==> config.mk <==
export PLATFORM = sky130hd
export DESIGN_NAME = display_port
export DESIGN_NICKNAME = d
export VERILOG_FILES = /design/src/rtl/display_port_pkg.sv /design/src/rtl/display_port_bcd_a_7seg.sv /design/src/rtl/display_port.sv
export SDC_FILE = /design/constraint.sdc
export NUM_CORES = 1
export LEC_CHECK = 0
export CAP_MARGIN = 20
export CORE_MARGIN = 1.5
export CORE_UTILIZATION = 45
export DETAILED_ROUTE_END_ITERATION = 12
export PLACE_DENSITY = 0.7
export SETUP_SLACK_MARGIN = 0.05
export SLEW_MARGIN = 10
export SYNTH_ARGS = -nofsm -noshare
export SYNTH_HDL_FRONTEND = slang
export SYNTH_HIERARCHICAL = 1
export SYNTH_SLANG_ARGS = --single-unit
==> constraint.sdc <==
create_clock -name clk -period 8.6 [get_ports clk]
set_clock_uncertainty 0.2 [all_clocks]
set_input_delay 0.86 -clock clk [delete_from_list [all_inputs] [get_ports clk]]
set_output_delay 0.86 -clock clk [all_outputs]
set_load 0.05 [all_outputs]
==> src/rtl/display_port_pkg.sv <==
// Shared types and constants for the display_port block: FSM states,
// active-low 7-segment codes (gfedcba) and active-low digit enables.
package display_port_pkg;

  typedef enum logic [1:0] {
    ST_IDLE   = 2'd0,
    ST_CONV   = 2'd1,
    ST_COMMIT = 2'd2
  } state_t;

  localparam logic [6:0] SEG_0     = 7'b1000000;
  localparam logic [6:0] SEG_1     = 7'b1111001;
  localparam logic [6:0] SEG_2     = 7'b0100100;
  localparam logic [6:0] SEG_3     = 7'b0110000;
  localparam logic [6:0] SEG_4     = 7'b0011001;
  localparam logic [6:0] SEG_5     = 7'b0010010;
  localparam logic [6:0] SEG_6     = 7'b0000010;
  localparam logic [6:0] SEG_7     = 7'b1111000;
  localparam logic [6:0] SEG_8     = 7'b0000000;
  localparam logic [6:0] SEG_9     = 7'b0011000;
  localparam logic [6:0] SEG_BLANK = 7'b1111111;

  localparam logic [2:0] AN_UNITS    = 3'b110;
  localparam logic [2:0] AN_TENS     = 3'b101;
  localparam logic [2:0] AN_HUNDREDS = 3'b011;

  // Double-dabble correction: a nibble of 5 or more gets 3 added before the shift.
  function automatic logic [3:0] dd_adjust(input logic [3:0] n);
    return (n >= 4'd5) ? (n + 4'd3) : n;
  endfunction

endpackage

==> src/rtl/display_port_bcd_a_7seg.sv <==
// Combinational BCD digit to active-low 7-segment decoder.
// Ports: digit  - 4-bit BCD value (10..15 decode to blank)
//        blank  - force the digit dark
//        seg_c  - segment drive, active-low, gfedcba
module bcd_a_7seg
  import display_port_pkg::*;
(
  input  logic [3:0] digit,
  input  logic       blank,
  output logic [6:0] seg_c
);

  always_comb begin
    seg_c = SEG_BLANK;
    if (!blank) begin
      case (digit)
        4'd0:    seg_c = SEG_0;
        4'd1:    seg_c = SEG_1;
        4'd2:    seg_c = SEG_2;
        4'd3:    seg_c = SEG_3;
        4'd4:    seg_c = SEG_4;
        4'd5:    seg_c = SEG_5;
        4'd6:    seg_c = SEG_6;
        4'd7:    seg_c = SEG_7;
        4'd8:    seg_c = SEG_8;
        4'd9:    seg_c = SEG_9;
        default: seg_c = SEG_BLANK;
      endcase
    end
  end

endmodule

==> src/rtl/display_port.sv <==
// Memory-mapped 3-digit decimal display port. A CPU write is converted to
// BCD by sequential shift-add-3, committed to the shown digits, and scanned
// onto a multiplexed 7-segment display with leading-zero blanking.
// Ports: clk   - system clock
//        reset - asynchronous active-low reset
//        we/wd - write strobe and 8-bit value
//        seg   - active-low segments (gfedcba), registered
//        an    - active-low one-hot digit enable, registered
//        busy  - conversion running or write pending, registered
module display_port
  import display_port_pkg::*;
#(
  parameter int unsigned SCAN_DIV = 50000
) (
  input  logic       clk,
  input  logic       reset,
  input  logic       we,
  input  logic [7:0] wd,
  output logic [6:0] seg,
  output logic [2:0] an,
  output logic       busy
);

  localparam int unsigned SCAN_W = (SCAN_DIV > 1) ? $clog2(SCAN_DIV) : 1;

  state_t            state, state_n;
  logic [7:0]        shadow, shadow_n;
  logic              pend, pend_n;
  logic [7:0]        pend_val, pend_val_n;
  logic [11:0]       bcd, bcd_n;
  logic [2:0]        bit_cnt, bit_cnt_n;
  logic [11:0]       disp, disp_n;
  logic [SCAN_W-1:0] scan_cnt, scan_cnt_n;
  logic [1:0]        dig_idx, dig_idx_n;

  logic [11:0]       bcd_adj;
  logic [19:0]       dd_word;
  logic [3:0]        nib_c;
  logic              blank_c;
  logic [2:0]        an_n;
  logic [6:0]        seg_n;

  // Conversion FSM and pending-write capture.
  always_comb begin
    state_n    = state;
    shadow_n   = shadow;
    pend_n     = pend;
    pend_val_n = pend_val;
    bcd_n      = bcd;
    bit_cnt_n  = bit_cnt;
    disp_n     = disp;
    bcd_adj    = {dd_adjust(bcd[11:8]), dd_adjust(bcd[7:4]), dd_adjust(bcd[3:0])};
    dd_word    = {bcd_adj, shadow} << 1;

    case (state)
      ST_IDLE: begin
        if (we) begin
          shadow_n  = wd;
          bcd_n     = '0;
          bit_cnt_n = '0;
          state_n   = ST_CONV;
        end
      end
      ST_CONV: begin
        bcd_n     = dd_word[19:8];
        shadow_n  = dd_word[7:0];
        bit_cnt_n = bit_cnt + 3'd1;
        if (bit_cnt == 3'd7) state_n = ST_COMMIT;
        if (we) begin
          pend_n     = 1'b1;
          pend_val_n = wd;
        end
      end
      ST_COMMIT: begin
        disp_n = bcd;
        // A write landing in this cycle is the newest value, so it starts
        // the next conversion directly and supersedes any older pending one.
        if (we || pend) begin
          shadow_n  = we ? wd : pend_val;
          pend_n    = 1'b0;
          bcd_n     = '0;
          bit_cnt_n = '0;
          state_n   = ST_CONV;
        end else begin
          state_n = ST_IDLE;
        end
      end
      default: state_n = ST_IDLE;
    endcase
  end

  // Free-running scan divider and digit index.
  always_comb begin
    scan_cnt_n = scan_cnt + SCAN_W'(1);
    dig_idx_n  = dig_idx;
    if (scan_cnt == SCAN_W'(SCAN_DIV - 1)) begin
      scan_cnt_n = '0;
      dig_idx_n  = (dig_idx == 2'd2) ? 2'd0 : (dig_idx + 2'd1);
    end
  end

  // Digit select with leading-zero blanking, based on next-cycle values so
  // seg/an register in step with disp and the digit index.
  always_comb begin
    nib_c   = disp_n[3:0];
    blank_c = 1'b0;
    an_n    = AN_UNITS;
    case (dig_idx_n)
      2'd1: begin
        nib_c   = disp_n[7:4];
        blank_c = (disp_n[11:4] == 8'd0);
        an_n    = AN_TENS;
      end
      2'd2: begin
        nib_c   = disp_n[11:8];
        blank_c = (disp_n[11:8] == 4'd0);
        an_n    = AN_HUNDREDS;
      end
      default: begin
        nib_c   = disp_n[3:0];
        blank_c = 1'b0;
        an_n    = AN_UNITS;
      end
    endcase
  end

  bcd_a_7seg u_dec (
    .digit (nib_c),
    .blank (blank_c),
    .seg_c (seg_n)
  );

  // State and output registers.
  always_ff @(posedge clk or negedge reset) begin
    if (!reset) begin
      state    <= ST_IDLE;
      shadow   <= '0;
      pend     <= 1'b0;
      pend_val <= '0;
      bcd      <= '0;
      bit_cnt  <= '0;
      disp     <= '0;
      scan_cnt <= '0;
      dig_idx  <= '0;
      seg      <= SEG_0;
      an       <= AN_UNITS;
      busy     <= 1'b0;
    end else begin
      state    <= state_n;
      shadow   <= shadow_n;
      pend     <= pend_n;
      pend_val <= pend_val_n;
      bcd      <= bcd_n;
      bit_cnt  <= bit_cnt_n;
      disp     <= disp_n;
      scan_cnt <= scan_cnt_n;
      dig_idx  <= dig_idx_n;
      seg      <= seg_n;
      an       <= an_n;
      busy     <= (state_n != ST_IDLE) || pend_n;
    end
  end

endmodule

### After elaboration in Yosys (flattened, before gate mapping)

Memory sizes are Yosys's and may differ from the RTL's.
Cells that the tools add are included.

* bits in writable memories: 0
* memories: 1
* bits in latches: 0
* output and inout bits: 11
* memory bits (read-only): 112
* bits in registers: 75
* input port bits: 11

Memory list
* (name not given): depth 16, bits a word 7, read ports 1, clocked after memory_dff 0, write ports 0, line display_port_bcd_a_7seg.sv:16 `case (digit)`

* bitwise gates (word level): 0
* magnitude comparators: 3
* $mul: 0
* reductions and logical operators: 8
* shift-type cells: 0
* add/sub/neg operators: 6
* div/mod/pow operators: 0
* multiplexer cells: 28
* eq/ne operators: 9

Operators by type and width (count)
* $mux 12: 3
* $pmux 12 s3: 1
* $mux 8: 3
* $pmux 8 s3: 1
* $add 16x1->16 const B: 1
* $eq 16x16->1 const B: 1
* $mux 16: 1
* $ge 4x3->1 const B: 3
* $mux 3: 3
* $pmux 3 s3: 1
* $add 4x2->4 const B: 2
* $logic_not 8->1: 1
* $mux 2: 4
* $mux 4: 2
* $pmux 4 s2: 1
* $mux 7: 1
* $eq 2x2->1 const B: 3
* $pmux 2 s3: 1
* $pmux 3 s2: 1
* $eq 2x1->1 const B: 2
* $logic_not 4->1: 1
* $ne 2x2->1 const B: 2
* $pmux 1 s2: 2
* $add 3x1->3 const B: 1
* other kinds (9): 12

### Depth between registers and ports, before layout

Gate-level depths: netlist of the first run.
An unclocked memory read counts as a cell.

* word-level depth: 7
* depth in mapped cells: 14
* depth with buffers taken out: 13

### Modules after synthesis

The synthesis of the first run kept the hierarchy.

By module, submodules not included
* display_port: area an instance 3628.5 um^2, sequential area each 1880.6 um^2, cells each 328, times used 1
* bcd_a_7seg: area an instance 236.5 um^2, sequential area each 0.0 um^2, cells each 36, times used 1

### Worst setup path after synthesis of the first run

No wires, ideal clock.

* kind: reg-to-reg
* start point: register scan_cnt[7]
* end point: register seg[3]
* arrival time: 2.946 ns
* path slack: 5.330 ns
* path buffers: 1
* cell stages (with the launch flop): 15
* period minus slack after synthesis: 3.270 ns
* setup time: 0.124 ns
* cells stage by stage: dfrtp_1 > nor4b_1 > nand4_1 > nor3_2 > buf_4 > mux2i_1 > ha_1 > inv_1 > nor2_1 > nor2_1 > inv_1 > ha_1 > nand2b_1 > a21oi_1 > o21ai_1

* cells in the longest elaborated chain, start to end: 6
* elaborated cells between the ends (all ways): 8

RTL lines
* start, declared: line display_port.sv:33 `logic [SCAN_W-1:0] scan_cnt, scan_cnt_n;`
* start signal, assigned: line display_port.sv:156 `scan_cnt <= scan_cnt_n;`
* $eq 16x16->1 *: line display_port.sv:96 `if (scan_cnt == SCAN_W'(SCAN_DIV - 1)) begin`
* $mux 2 *: line display_port.sv:96
* $eq 2x2->1 or $eq 2x1->1 (tied branches): line display_port.sv:108 `case (dig_idx_n)`
* $pmux 4 s2 *: line display_port.sv:108
* via nib_c[1]: line display_port.sv:38 `logic [3:0] nib_c;`
* $mem_v2 16x7 *
* $mux 7 *: line display_port_bcd_a_7seg.sv:15 `if (!blank) begin`
* via seg_n[3]: line display_port.sv:41 `logic [6:0] seg_n;`
* end signal, assigned: line display_port.sv:158 `seg <= seg_n;`
* end, declared: line display_port.sv:19 `output logic [6:0] seg,`

The timed path passes the listed nets; every way through them passes the cells marked *.
A chain may end at the register's enable or synchronous reset.

### Worst setup path after layout of the first run

* start point: register scan_cnt[7]
* end point: register seg[3]

* cells in the longest elaborated chain, start to end: 6
* elaborated cells between the ends (all ways): 8

RTL lines
* $eq 16x16->1 *: line display_port.sv:96
* $mux 2 *: line display_port.sv:96
* via dig_idx_n[1]: line display_port.sv:34 `logic [1:0] dig_idx, dig_idx_n;`
* $eq 2x2->1 or $eq 2x1->1 (tied branches): line display_port.sv:108
* $pmux 4 s2 *: line display_port.sv:108
* via nib_c[1]: line display_port.sv:38
* $mem_v2 16x7 *
* $mux 7 *: line display_port_bcd_a_7seg.sv:15
* via seg_n[3]: line display_port.sv:41

Marks and branches as above.

==> flow_summary.yaml, run 1 <==
critical_path:
  slowest_stage: "nor3_2"
  cp.required_ns: 8.60
  crit_path_end_kind: "register"
  path_buf_inv: 2
  start_kind: "register"
  crit_type: "register to register"
  cp_max_fo: 13
  cp_top_family: "simple AND/OR/NAND/NOR gates"
  crit_chain: "nor4b_1, nand4_1, nor3_2, mux2_2, ha_1, inv_1, nor2_1, nor2_1, inv_1, ha_1, nand2b_1, a21oi_1, o21ai_1"
  critPathMaxStageDelay_ns: 0.74
  worst_ep_arrival_time_ns: 4.09
logic_synthesis:
  async_flop_share_pct: 100
  synth-seq-cells: 75
  synth_edf_count: 0
  synthCells: 364
  syn_area_um2: 3860
  yosysTopAreaCell: "dfrtp_1"
  synthTopCellsByArea: "dfrtp_1 (47%), ha_1 (7.1%), mux2_2 (7.0%), o21ai_0 (4.3%), nor2_1 (2.7%)"
  yosysSeqAreaShare_pct: 48.7
  synth_nets: 397
  ys_warn_count: 6
  synth_common_cells: "dfrtp_1 (72), o21ai_0 (33), nor2_1 (28)"
  synth_cell_type_count: 48
  synth_top_area_share_pct: 46.6
  ys.flop_type: "dfrtp_1"
  syn_avg_cell_area_um2: 10.6
  synth.most_common_cell: "dfrtp_1"
cells_and_area:
  n_antenna_cell: 0
  final_cell_area_um2: 4360
  fin_util_pct: 52.8
  nNetsFinal: 415
  drive_gt1_share_pct: 12.9
  fillCellCount: 730
  area_delta_synth_final_pct: 12.9
clocking:
  htreeDepth: 3
  post-cts-setup-buffer-count: 0
  cts-hold-fix-buffers: 0
  cts_num_sinks: 75
  tritoncts: "done"
  clk_pin_slew_ns: 0.08
  root_buffer: "clkbuf_8"
  clockBufferDepth: 2
  cts_resized: 0
  clock_latency_ns: 0.34
  cts_buffers: 9
detailed_routing:
  final_antenna_net_count: 0
  initialDrtViolationCount: 243
  routed_via_density: 5.51
  dr.pass1.iters: 7
  num_vias: 2710
  drc: 0
  wl_per_cell_um: 14.5
  drt_wl_total_mm: 7.16
sta:
  hold_violations: 0
  report.final.slew_viol_count: 0
  tightest_slew_ns: 0.979
  fin_tns_setup_ns: 0
  fin_ws_ns: 4.50
  final.period_utilization_pct: 47.6
  setup_viol: 0
  rsz0062_at_grt: "false"
  slew_headroom_pct: 34.7
  max_freq_mhz: 244
  fin_crit_ns: 4.10
global_route:
  grt_pass1_vias: 2647
  antenna_found_initial: 0
  grtUsageTotal_pct: 17.5
  globalRoute.totalOverflow: 0
  grt_max_degree: 76
  grt_pass1_wl_mm: 12.3
floorplanning:
  rows: 33
  die_h_um: 95.7
  coreArea_um2: 8260
  die_w_um: 95.7
  top_level_ports: 22
  dieArea_um2: 9150
  initial_utilization_pct: 46.8
power:
  p_total_mw: 1.16
  irDropWorstVdd_mv: 0.162
  p_per_area_nw_per_um2: 267
  leakagePower_nw: 1.95
placement:
  dpl_worst_slack_ns: 4.51
  place_congestion: 0.848
  post-dp-hpwl_mm: 4.76
  portBuffers: 21
  postPlaceCellArea_um2: 4120
worst_hold_path:
  min_path_type: "register to register"
flow_run:
  max_cap_violations: 0
run_status:
  outcome: "finished, final reports clean"
[sequential cells by signal (all words and copies together), names as in the netlist]
signal	count
an	3
bcd	12
bit_cnt	3
busy	1
dig_idx	2
disp	12
pend	1
pend_val	8
scan_cnt	16
seg	7
shadow	8
state	2
[layout make-up]
type | count | area, µm² | area share [%]
timing repair buffer | 23 | 226 | 5.19
clock buffer | 10 | 128 | 2.93
multi-input combinational | 254 | 1810 | 41.6
inverter | 19 | 71.3 | 1.63
clock inverter | 6 | 111 | 2.55
sequential | 75 | 1880 | 43.1
tap | 105 | 131 | 3.01
[path summary, 6_finish.rpt]
| path | from | to | slack, ns | cells past startpoint |
|---|---|---|---|---|
| setup reg to reg | scan_cnt[7]$_DFF_PN0_ | seg[3]$_DFF_PN0_ | 4.50 | 13 |
| hold / removal | scan_cnt[0]$_DFF_PN0_ | scan_cnt[0]$_DFF_PN0_ | 0.30 | 1 |
| min in group asynchronous | reset | busy$_DFF_PN0_ | 0.43 | 1 |
| setup / recovery | scan_cnt[7]$_DFF_PN0_ | seg[3]$_DFF_PN0_ | 4.50 | 13 |
| hold reg to reg | scan_cnt[0]$_DFF_PN0_ | scan_cnt[0]$_DFF_PN0_ | 0.30 | 1 |
| max in group asynchronous | reset | scan_cnt[13]$_DFF_PN0_ | 7.12 | 1 |
[routing by layer]
| metal | track usage (%) | up-vias | share of wire (%) |
|---|---|---|---|
| met5 | 0 | - | 0 |
| met4 | 6.50 | 0 | 0.95 |
| met3 | 3.99 | 5 | 2.7 |
| met2 | 28.2 | 40 | 50 |
| met1 | 22.9 | 1332 | 46 |
| li1 | - | 1333 | - |
[stage by stage]
stage / hold slack, ns / instances
6_report: 0.302 / 492
5_1_grt: 0.325 / 492
4_1_cts: 0.295 / 492
3_5_place_dp: 0.284 / 476
3_3_place_gp: 0.273 / 475
2_1_floorplan: 0.253 / 364
[report_power, final]
| group | internal (mW) | total, mW | leakage [nW] | switching [mW] |
|---|---|---|---|---|
| clock | 0.193 | 0.325 | 0.117 | 0.131 |
| sequential | 0.430 | 0.482 | 0.981 | 0.0514 |
| combinational | 0.154 | 0.357 | 0.848 | 0.203 |
[cells by family after synthesis]
group                      synth area share, %
xor gates and xnor gates                  3.85
adders and majority gates                 7.12
buffers and inverters                     4.40
and+or+nand+nor                           12.6
DFF                                       48.7
muxes                                     8.29
AOI/OAI and AO/OA                         15.1
[cells in the final DEF (no fill, tap or decap), types with 2 or more instances in the layout]
master,instances
o21ai_1,7
nor2_1,28
o21ai_0,33
clkdlybuf4s50_1,20
nand2_1,13
nor3_1,7
nor3b_1,2
a222oi_1,5
nor2b_1,6
a21oi_1,17
nand3_1,11
nand3b_1,2
buf_4,2
a221oi_1,4
nand4_1,4
mux2_2,24
xnor2_1,10
mux2i_1,5
a22oi_1,2
bufinv_16,3
o211ai_1,2
o21a_1,2
a22o_1,12
dfrtp_1,72
xor2_1,7
nor4_1,2
o31ai_1,3
ha_1,22
clkbuf_8,9
dfstp_2,3
inv_1,19
nand2b_1,9
Note: power is estimated with default switching activity, not from simulation.
==> inputs of run 2 (changes only) <==
--- a/config.mk
+++ b/config.mk
@@ -9,7 +9,7 @@
 export CORE_MARGIN = 1.5
 export CORE_UTILIZATION = 45
 export DETAILED_ROUTE_END_ITERATION = 12
-export PLACE_DENSITY = 0.7
+export PLACE_DENSITY = 0.72
 export SETUP_SLACK_MARGIN = 0.05
 export SLEW_MARGIN = 10
 export SYNTH_ARGS = -nofsm -noshare
==> constraint.sdc (replaced) <==
create_clock -name clk -period 3.6 [get_ports clk]
set_clock_uncertainty 0.2 [all_clocks]
set_input_delay 0.36 -clock clk [delete_from_list [all_inputs] [get_ports clk]]
set_output_delay 0.36 -clock clk [all_outputs]
set_load 0.05 [all_outputs]
==> run 2 against run 1 <==
Net effect:
- non-clock buffer count rose by 5
- sequential share of layout area rose by 0.11 points
- flip-flop and latch count unchanged
- maximum frequency increased by 25%
- power up 120%
- clock-buffer cell count is 2 higher
- cell count increased by 1.0%
- first-iteration DRC count is 29% lower
- highest routed layer unchanged
==> flow_summary.yaml, run 2 (same netlist as run 1, synthesis figures left out) <==
run_status:
  outcome: "finished, final reports clean"
clocking:
  tritoncts: "done"
  htreeDepth: 3
  cts_num_sinks: 75
  clockBufferDepth: 2
  root_buffer: "clkbuf_8"
  clock_latency_ns: 0.35
  cts_buffers: 9
  clk_pin_slew_ns: 0.08
power:
  clkPwrFrac_pct: 22.6
  swShare_pct: 35.9
  p_seq_share_pct: 44.1
  switchingPower_mw: 0.936
  power_frac_comb_pct: 33.3
  p_per_area_nw_per_um2: 599
  irDropWorstVdd_mv: 0.289
  leakagePower_nw: 1.94
  p_int_mw: 1.67
cells_and_area:
  n_antenna_cell: 0
  largest_register: "scan_cnt"
  area_delta_synth_final_pct: 12.6
  final_cell_area_um2: 4350
  final_common_cell: "dfrtp_1"
  nNetsFinal: 420
  final_cell_mix: "dfrtp_1 (72), o21ai_0 (33), nor2_1 (25), mux2_2 (24), ha_1 (22)"
  largest_reg_flops: 16
  drive_gt1_share_pct: 14.8
  biggestRegsByFlops: "scan_cnt x16, bcd x12, disp x12"
floorplanning:
  rows: 33
  top_level_ports: 22
  coreArea_um2: 8260
  dieArea_um2: 9150
  initial_utilization_pct: 46.8
  die_w_um: 95.7
  die_h_um: 95.7
detailed_routing:
  dr.pass1.iters: 6
  drc: 0
  routed_via_density: 5.57
  num_vias: 2769
  drt_wl_total_mm: 7.26
  final_antenna_net_count: 0
  wl_per_cell_um: 14.6
  initialDrtViolationCount: 172
placement:
  place_congestion: 0.795
  post-dp-hpwl_mm: 4.75
  dpl_worst_slack_ns: 0.134
  portBuffers: 21
  postPlaceCellArea_um2: 4150
sta:
  tightest_slew_ns: 0.933
  fin_crit_ns: 3.27
  fin_tns_setup_ns: 0
  max_freq_mhz: 306
  fin_ws_ns: 0.334
  fin_hold_ws_ns: 0.308
  final.period_utilization_pct: 90.7
  report.final.slew_viol_count: 0
  slew_headroom_pct: 37.8
  rsz0062_at_grt: "false"
  hold_violations: 0
  setup_viol: 0
critical_path:
  crit_type: "register to register"
  worst_ep_arrival_time_ns: 3.29
  crit_path_end_kind: "register"
  start_kind: "register"
  cp_max_fo: 5
  cp.required_ns: 3.63
global_route:
  grtUsageTotal_pct: 18.6
  grt_pass1_vias: 2781
  grt_pass1_wl_mm: 13.0
  antenna_found_initial: 0
  globalRoute.totalOverflow: 0
  grt_max_degree: 76
worst_hold_path:
  min_path_type: "register to register"
flow_run:
  max_cap_violations: 0
[run 2: cell count changes in the layout (fill, tap and decap cells not counted), moves of 3 or more]
cell,change
nor2_2,+3
buf_4,+5
bufinv_16,-3
nor2_1,-3
[run 2: final cells by class]
cell class	instances	area (µm²)
repair buffers	28	263
flip-flops and latches	75	1880
multi-input cells	254	1830
fillers	718	3910
clock inverters	4	26.3
clock buffers	12	145
well taps	105	131
inverters	19	71.3
[run 2: final timing paths]
kind | startpoint | end | slack (ns) | cells past startpoint
max | scan_cnt[5]$_DFF_PN0_ | seg[5]$_DFF_PN0_ | 0.33 | 13
min | disp[0]$_DFF_PN0_ | disp[0]$_DFF_PN0_ | 0.31 | 1
max reg2reg | scan_cnt[5]$_DFF_PN0_ | seg[5]$_DFF_PN0_ | 0.33 | 13
min reg2reg | disp[0]$_DFF_PN0_ | disp[0]$_DFF_PN0_ | 0.31 | 1
max in group asynchronous | reset | scan_cnt[12]$_DFF_PN0_ | 2.11 | 2
min in group asynchronous | reset | state[1]$_DFF_PN0_ | 0.48 | 2
[run 2: layer usage]
metal	part of all wire (%)	wire (µm)	vias up	global-route usage [%]
met3	4.1	299	10	4.31
met2	47	3430	76	28.9
met4	1.9	141	0	8.95
met5	0	0	-	0
li1	-	-	1334	-
met1	47	3400	1349	24.5
[run 2: power groups by stage]
stage	Clock, mW	Sequential, mW	Combinational [mW]
3_3_place_gp	0	1.16	0.830
3_5_place_dp	0	1.16	0.862
6_report	0.589	1.15	0.869
2_1_floorplan	0	1.18	0.619
4_1_cts	0.604	1.15	0.869
5_1_grt	0.636	1.18	0.989
[run 2: worst max-delay path: stages (launching register included)]
cell      delay (ns)
dfrtp_1         0.44
nor4b_2         0.28
nand4_1         0.13
nor3_2          0.21
buf_4           0.18
mux2_2          0.36
ha_1            0.27
a221oi_2        0.29
nor2_1          0.09
buf_4           0.16
ha_1            0.18
o21a_1          0.17
nor2_1          0.11
o21ai_1         0.08
[run 2: per-stage QoR]
step                power, mW  instances  util (%)
floorplan                1.80        364         -
global placement         1.99        480      50.3
detailed placement       2.03        480      50.3
CTS                      2.62        497      52.5
global route             2.80        497      52.7
finish                   2.61        497      52.7
[run 2: timing repair]
| item | CTS | global route |
|---|---|---|
| hold endpoints to repair | 72 | 0 |
| resized for setup | 0 | 5 |
| setup endpoints to repair | 0 | 7 |
| hold buffers | 1 | 0 |
| setup buffers | 0 | 0 |
